File: config.mk
export PLATFORM = sky130hd
export DESIGN_NAME = ready_pattern_gen
export DESIGN_NICKNAME = d
export VERILOG_FILES = /design/src/rtl/stream_count_checker_ready_pattern_gen.sv
export SDC_FILE = /design/constraint.sdc
export NUM_CORES = 1
export LEC_CHECK = 0
export ABC_AREA = 1
export CELL_PAD_IN_SITES_DETAIL_PLACEMENT = 1
export CELL_PAD_IN_SITES_GLOBAL_PLACEMENT = 1
export CORE_AREA = 2 2 43 64
export CTS_CLUSTER_SIZE = 14
export DETAILED_ROUTE_END_ITERATION = 7
export DIE_AREA = 0 0 45 66
export PLACE_DENSITY_LB_ADDON = 0.1
export SLEW_MARGIN = 20
export SYNTH_ARGS = -nofsm -noshare
export SYNTH_HDL_FRONTEND = slang
export SYNTH_SLANG_ARGS = --single-unit
File: constraint.sdc
create_clock -name clk -period 1.1 [get_ports clk]
set_clock_uncertainty 0.2 [all_clocks]
set_input_delay 0.22 -clock clk [delete_from_list [all_inputs] [get_ports clk]]
set_output_delay 0.22 -clock clk [all_outputs]
set_load 0.02 [all_outputs]
File: src/rtl/stream_count_checker_ready_pattern_gen.sv
// 16-bit rotate-right back-pressure pattern; bit 0 is this cycle's ready enable.
// Reused wherever a repeating ready mask is needed.
module ready_pattern_gen #(
    parameter logic [15:0] INIT = 16'hFFFF
) (
    input  logic        clk,
    input  logic        rstb,
    input  logic        load,
    input  logic        en,
    input  logic [15:0] load_val,
    output logic        pat0
);

    logic [15:0] pat_q, pat_d;

    always_comb begin
        pat_d = pat_q;
        if (load) begin
            pat_d = load_val;
        end else if (en) begin
            pat_d = {pat_q[0], pat_q[15:1]};
        end
    end

    always_ff @(posedge clk) begin
        if (!rstb) begin
            pat_q <= INIT;
        end else begin
            pat_q <= pat_d;
        end
    end

    assign pat0 = pat_q[0];

endmodule

Word level (Yosys, flattened, before mapping)
Cells that the tools add are included.
Storage, ports and cells
  bits in writable memories: 0
  bits of input ports: 20
  latch bits: 0
  ROM bits: 0
  logic and storage cells: 4
  bits in registers: 16
  memories: 0
Operators by class
  magnitude comparators: 0
  divide/modulo/power cells: 0
  mux-type cells: 2
  equal/unequal tests: 0
  multipliers: 0
  reductions and logical operators: 1
  $add $sub $neg: 0
  shifts and indexed selects: 0
  bitwise logic cells: 0
Operator list (count)
  16-bit two-way mux: 2
  2-bit nonzero test: 1

Logic depth before layout (Yosys ltp)
Gate-level depths: netlist (run 1).
  depth after elaboration: 2
  mapped depth: 6

Least setup slack after synthesis (run 1)
Ideal clock, no wire load.
  path kind: in2reg
  start point: input port load
  end point: register pat_q[3]
  arrival: 0.700 ns
  stages: 4
  slack: 0.078 ns
  required time: 0.777 ns
  cell sequence: buf_6 buf_4 a21oi_1 nand3_2
On the way
  cells in the longest elaborated chain, start to end: 1
Ends and longest elaborated chain
  start: declaration: line 8  | input logic load,
  16-bit two-way mux / 2-bit nonzero test (equally long branches)
  end signal: assignment: line 29  | pat_q <= pat_d;
  end: declaration: line 14  | logic [15:0] pat_q, pat_d;
Several ways; a longest one is shown, not always the timed one.
A chain may end at the register's enable or synchronous reset.

Final worst setup path (run 1)
  start point: register pat_q[0]
  end point: output port pat0
RTL lines
  end: declaration: line 11  | output logic pat0
No word-level cell between the ends.

==> flow_metrics.tcl, run 1 <==
set metrics [dict create \
    status "finished with violations" \
    violations "negative setup slack" \
    dp_hpwl_microns 1195 \
    cp-start-kind "flip-flop" \
    antenna_found_initial 0 \
    grt_pass1_wl_microns 3291 \
    endpoint "pat0" \
    synth_edf_count 0 \
    first_pass_iters 4 \
    overflow 0 \
    syn-num-nets 113 \
    viasPerCell 5.284 \
    top_regs "pat_q x16" \
    power.internal_uw 989.2 \
    p_leak_nw 0.4502 \
    r2r-start "pat_q[0]" \
    clockBufferDepth 2 \
    ys_warn_count 0 \
    num-fill-cells 293 \
    slowest_delay_ns 0.35 \
    hold_path_class "reg2reg" \
    fin_area_sq_um 1119 \
    worstSetupPathDepth 1 \
    switching_share 0.2710 \
    cp.arrival_ns 0.75 \
    power_mw 1.357 \
    critPathTopFamily "flip-flops" \
    synthArstFlopShare 0 \
    netlist_instances 93 \
    yosysTopAreaCell "dfxtp_1" \
    cp_num_buf_inv 1 \
    cts.reportedPaths.clkPinSlew_ns 0.10 \
    syn_to_final_growth_pct 52.30 \
    drtIter0Drc 23 \
    pre_cts_slack_ns -0.4624 \
    rrSetupSlack_ns 0.20 \
    drive_above_1_share 0.2650 \
    worst_slack_ns -0.07447 \
    path_cells "buf_6" \
    grt_util_all_layers 0.1505 \
    ys_ff_latch 16 \
    synth_top_area_frac 0.4361 \
    yosysMostFrequentCell "nand3_1" \
    fin_nets 138 \
    dp_cells 135 \
    cp-end-kind "output pin" \
    hold_viol 0 \
    core_sq_um 2422 \
    initial_core_util 0.3032 \
    worstSkewPairLatency_ns 0.30 \
    gp_congestion 0.6706 \
    vdd.ir_drop.worst_mv 0.5272 \
    fin_crit_sh 1.068 \
    timing.rr.end "pat_q[15]" \
    regArea_sq_um 321.6 \
    largest_reg_flops 16 \
    avgSynthCellArea_sq_um 7.897 \
    crit_required_ns 0.68 \
    clock-root-buffer "clkbuf_4" \
    synth-main-ff-cell "dfxtp_1" \
    drtAntennaViolNets 0 \
    setup_viol 1 \
    layout_min_cycle_time_ns 1.174 \
    drc 0 \
    pwr_density_cell_nw_per_um2 1213 \
    die_x_microns 45 \
    postCtsSetupRepairBufs 0 \
    clockPowerShare 0.303 \
    synthesis.area_sq_um 734.5 \
    synthDistinctLibCells 13 \
    cts_tree "yes" \
    cp_max_fo 2 \
    p_comb_frac 0.216 \
    htreeDepth 1 \
    io_buffers 20 \
    via_count 745 \
    multi_input_comb_area_sq_um 412.9 \
    ys_seq_area_frac 0.4361 \
    grt_setup_unrepaired "true" \
    cts_hold_buf 0 \
    cts_made_buffers 3 \
    pwr-share-seq 0.481 \
    pin_count 21 \
    std_cell_rows 22 \
    cts_sinks 16 \
    switchingPower_uw 367.8 \
    dieArea_sq_um 2970 \
    worst_pin_slew_ns 0.2863 \
    wl_per_cell_microns 13.74 \
    worstSetupPathType "reg2out" \
    diodes 0 \
    routed_wl_microns 1938 \
    crit_start "pat_q[0]" \
    synthTopCellsByCount "28 x nand3_1, 19 x nand2_1, 16 x a21oi_1, 16 x dfxtp_1, 3 x buf_4" \
    r2r_cells 3 \
    grt_max_degree 19 \
    critPathSlowestCell "dfxtp_2" \
    yosys-top-cells-area "dfxtp_1 44%, nand3_1 19%, a21oi_1 11%" \
    drv_cap 0 \
    die_y_microns 66 \
    final_cells 141 \
    drv_slew 0 \
    hold_ws_ns 0.2787 \
    max_slew_margin 0.8089 \
    first_global_vias 739 \
    top_register "pat_q" \
    place_area_sq_um 974.7 \
    fmax_ghz 0.8515 \
]
==> layout make-up <==
type / count / share of cell area
multi-input cells: 68 / 0.3691
flip-flops and latches: 16 / 0.2875
repair buffers: 26 / 0.2740
clock buffers: 4 / 0.03244
well taps: 24 / 0.02685
inverters: 3 / 0.01007
==> placed cells by master, fill, tap and decap left out <==
cell type / n
nand2_2: 1
nand3_2: 2
nor2_4: 1
nand3_1: 28
buf_4: 2
buf_12: 3
clkbuf_8: 1
dfxtp_2: 1
buf_6: 1
nand2_1: 19
dlygate4sd2_1: 2
clkbuf_4: 3
a21oi_2: 11
inv_2: 1
inv_1: 2
nor2_8: 1
a21oi_1: 3
clkdlybuf4s50_1: 17
dfxtp_1: 15
a21oi_4: 2
bufbuf_16: 1
==> logic make-up (layout without fill, tap and decap cells) <==
kind of cell | count (synthesis) | in the layout | share of synthesized area
DFF | 16 | 16 | 0.4361
buffers and inverters | 10 | 33 | 0.1039
and+or+nand+nor | 51 | 52 | 0.3509
AOI/OAI and AO/OA | 16 | 16 | 0.1090
==> worst min path at each step <==
stage            startpoint        end  slack, ns  cells after the start
6_report           pat_q[1]   pat_q[1]       0.28                      2
3_5_place_dp      pat_q[13]  pat_q[13]       0.26                      2
2_1_floorplan  load_val[14]  pat_q[14]       0.14                      2
5_1_grt           pat_q[14]  pat_q[14]       0.30                      2
4_1_cts            pat_q[1]   pat_q[1]       0.29                      2
3_3_place_gp       pat_q[6]   pat_q[6]       0.25                      2
==> power by group through the flow <==
stage / registers [mW] / logic, mW / clock network (mW)
after CTS: 0.653 / 0.277 / 0.418
after detailed placement: 0.665 / 0.250 / 0
after global placement: 0.664 / 0.245 / 0
final: 0.653 / 0.294 / 0.411
after global routing: 0.658 / 0.323 / 0.444
after floorplan: 0.662 / 0.134 / 0
==> per-layer routing <==
layer | global-route usage | share of wire
met5 | 0 | 0
met3 | 0.03005 | 0.055
met1 | 0.1789 | 0.44
met4 | 0.07721 | 0.028
met2 | 0.2464 | 0.48
==> what timing repair did <==
item | in CTS | in global routing
pin swaps | 2 | 1
gates cloned | 2 | 0
setup endpoints to repair | 17 | 8
gates resized for setup | 13 | 11
==> per-stage QoR <==
step | utilization | TNS (ns)
after global placement | 0.4024 | -7.026
final | 0.4618 | -0.07447
after global routing | 0.4618 | -0.1266
after detailed placement | 0.4024 | -7.315
after floorplan | - | 0
after CTS | 0.4416 | -0.08013
Power figures use the tool's default switching activity.
==> inputs of run 2 (changes only) <==
--- a/config.mk
+++ b/config.mk
@@ -8,10 +8,10 @@
 export ABC_AREA = 1
 export CELL_PAD_IN_SITES_DETAIL_PLACEMENT = 1
 export CELL_PAD_IN_SITES_GLOBAL_PLACEMENT = 1
-export CORE_AREA = 2 2 43 64
+export CORE_AREA = 2 2 41 62
 export CTS_CLUSTER_SIZE = 14
 export DETAILED_ROUTE_END_ITERATION = 7
-export DIE_AREA = 0 0 45 66
+export DIE_AREA = 0 0 43 64
 export PLACE_DENSITY_LB_ADDON = 0.1
 export SLEW_MARGIN = 20
 export SYNTH_ARGS = -nofsm -noshare
==> constraint.sdc (replaced) <==
create_clock -name clk -period 1.41 [get_ports clk]
set_clock_uncertainty 0.2 [all_clocks]
set_input_delay 0.282 -clock clk [delete_from_list [all_inputs] [get_ports clk]]
set_output_delay 0.282 -clock clk [all_outputs]
set_load 0.02 [all_outputs]
==> run 2 against run 1 <==
Compared with the run above:
- the flow now finishes without violations
- via count fell by 5.6%
- sequential cell count did not move
- first-iteration DRC count fell by 26%
- routed wire length fell by 12%
- clock power fell by 27%
- non-clock buffer count rose by 1
- worst setup slack improved by 0.16 ns
==> flow_metrics.tcl, run 2 (synthesized netlist as in run 1, its figures left out) <==
set metrics [dict create \
    largest_reg_flops 16 \
    pin_count 21 \
    p_leak_nw 0.4185 \
    cts.reportedPaths.clkPinSlew_ns 0.09 \
    diodes 0 \
    crit_start "load" \
    top_register "pat_q" \
    dieArea_sq_um 2752 \
    final_common_cell "nand3_1" \
    dp_hpwl_microns 1211 \
    wl_per_cell_microns 12.13 \
    drtAntennaViolNets 0 \
    cp.arrival_ns 1.35 \
    antenna_found_initial 0 \
    final_cell_mix "28 x nand3_1, 19 x nand2_1, 19 x clkdlybuf4s50_1" \
    drv_slew 0 \
    drc 0 \
    core_sq_um 2207 \
    grt_pass1_wl_microns 3063 \
    cts_tree "yes" \
    drtIter0Drc 17 \
    drv_cap 0 \
    cp-end-kind "flip-flop" \
    vdd.ir_drop.worst_mv 0.4128 \
    cts_sinks 16 \
    status "finished clean" \
    grt_max_degree 19 \
    worst_pin_slew_ns 0.2677 \
    hold_path_class "reg2reg" \
    routed_wl_microns 1698 \
    top_regs "pat_q x16" \
    fmax_ghz 0.7559 \
    holdPathStages 2 \
    syn_to_final_growth_pct 35.43 \
    via_count 703 \
    std_cell_rows 21 \
    cp_max_fo 15 \
    worstSkewPairLatency_ns 0.28 \
    worstSetupPathType "in2reg" \
    final_cells 140 \
    r2r-start "pat_q[0]" \
    clock-root-buffer "clkbuf_4" \
    cts_made_buffers 3 \
    initial_core_util 0.3328 \
    grt_setup_unrepaired "false" \
    die_x_microns 43 \
    layout_min_cycle_time_ns 1.323 \
    viasPerCell 5.021 \
    drive_above_1_share 0.1453 \
    r2r_cells 3 \
    hold_viol 0 \
    pwr_density_cell_nw_per_um2 996.1 \
    first_global_vias 720 \
    overflow 0 \
    gp_congestion 0.7095 \
    io_buffers 20 \
    fin_nets 138 \
    die_y_microns 64 \
    setup_tns_ns 0 \
    crit_required_ns 1.44 \
    cp-start-kind "input pin" \
    clockBufferDepth 2 \
    first_pass_iters 4 \
    max_slew_margin 0.8213 \
    fin_crit_sh 0.9382 \
    cts_hold_buf 0 \
    setup_viol 0 \
    htreeDepth 1 \
    grt_util_all_layers 0.1438 \
    dp_cells 136 \
    hp-start "pat_q[11]" \
    num-fill-cells 285 \
]
-- run 2: changes by cell type in the layout (fill, tap and decap cells not counted), sizes merged --
cell / previous run / this run
buf: 6 / 8
clkdlybuf4s50: 17 / 19
dlygate4sd2: 2 / 0
bufbuf: 1 / 0
nor2: 2 / 1
-- run 2: layout make-up --
| class | instances | area, sq um | area share |
|---|---|---|---|
| flip-flops and latches | 16 | 320.3 | 0.3220 |
| repair buffers | 27 | 260.3 | 0.2616 |
| well taps | 23 | 28.78 | 0.02893 |
| inverters | 3 | 11.26 | 0.01132 |
| multi-input cells | 67 | 337.8 | 0.3396 |
| clock buffers | 4 | 36.28 | 0.03648 |
-- run 2: worst max-delay path: stages --
cell,delay [ns]
clkdlybuf4s50_1,0.47
buf_4,0.18
nor2_8,0.23
nand2_1,0.11
nand3_2,0.08
-- run 2: report_power, final --
group / internal [mW] / total (mW) / switching [mW]
combinational: 0.100 / 0.184 / 0.0841
clock: 0.157 / 0.298 / 0.141
sequential: 0.489 / 0.508 / 0.0194
-- run 2: final timing paths --
kind                             endpoint  slack (ns)
worst max-delay path             pat_q[6]        0.09
worst min-delay path            pat_q[11]        0.28
worst max register to register  pat_q[15]        0.52
worst min register to register  pat_q[11]        0.28
-- run 2: through the flow --
stage	hold slack, ns	worst slack (ns)	utilization	instance area, sq um	total power [mW]
6_report	0.2837	0.08713	0.4507	994.7	0.9908
5_1_grt	0.3153	0.002198	0.4507	994.7	1.058
4_1_cts	0.2877	0.02230	0.4535	1001	1.015
3_5_place_dp	0.2629	-0.1985	0.4365	963.4	0.7071
3_3_place_gp	0.2570	-0.1616	0.4365	963.4	0.7033
2_1_floorplan	0.2053	0.3257	-	734.5	0.6217
-- run 2: layer usage --
| metal | share of wire | GRT usage |
|---|---|---|
| met5 | 0 | 0 |
| met4 | 0.0082 | 0.06818 |
| met3 | 0.042 | 0.02542 |
| met2 | 0.49 | 0.2367 |
| met1 | 0.46 | 0.1774 |
-- run 2: timing repair --
item / CTS / global route
endpoints found under the setup margin: 1 / 1
cloned: 0 / 0
gates resized for setup: 3 / 1
setup buffers: 0 / 0
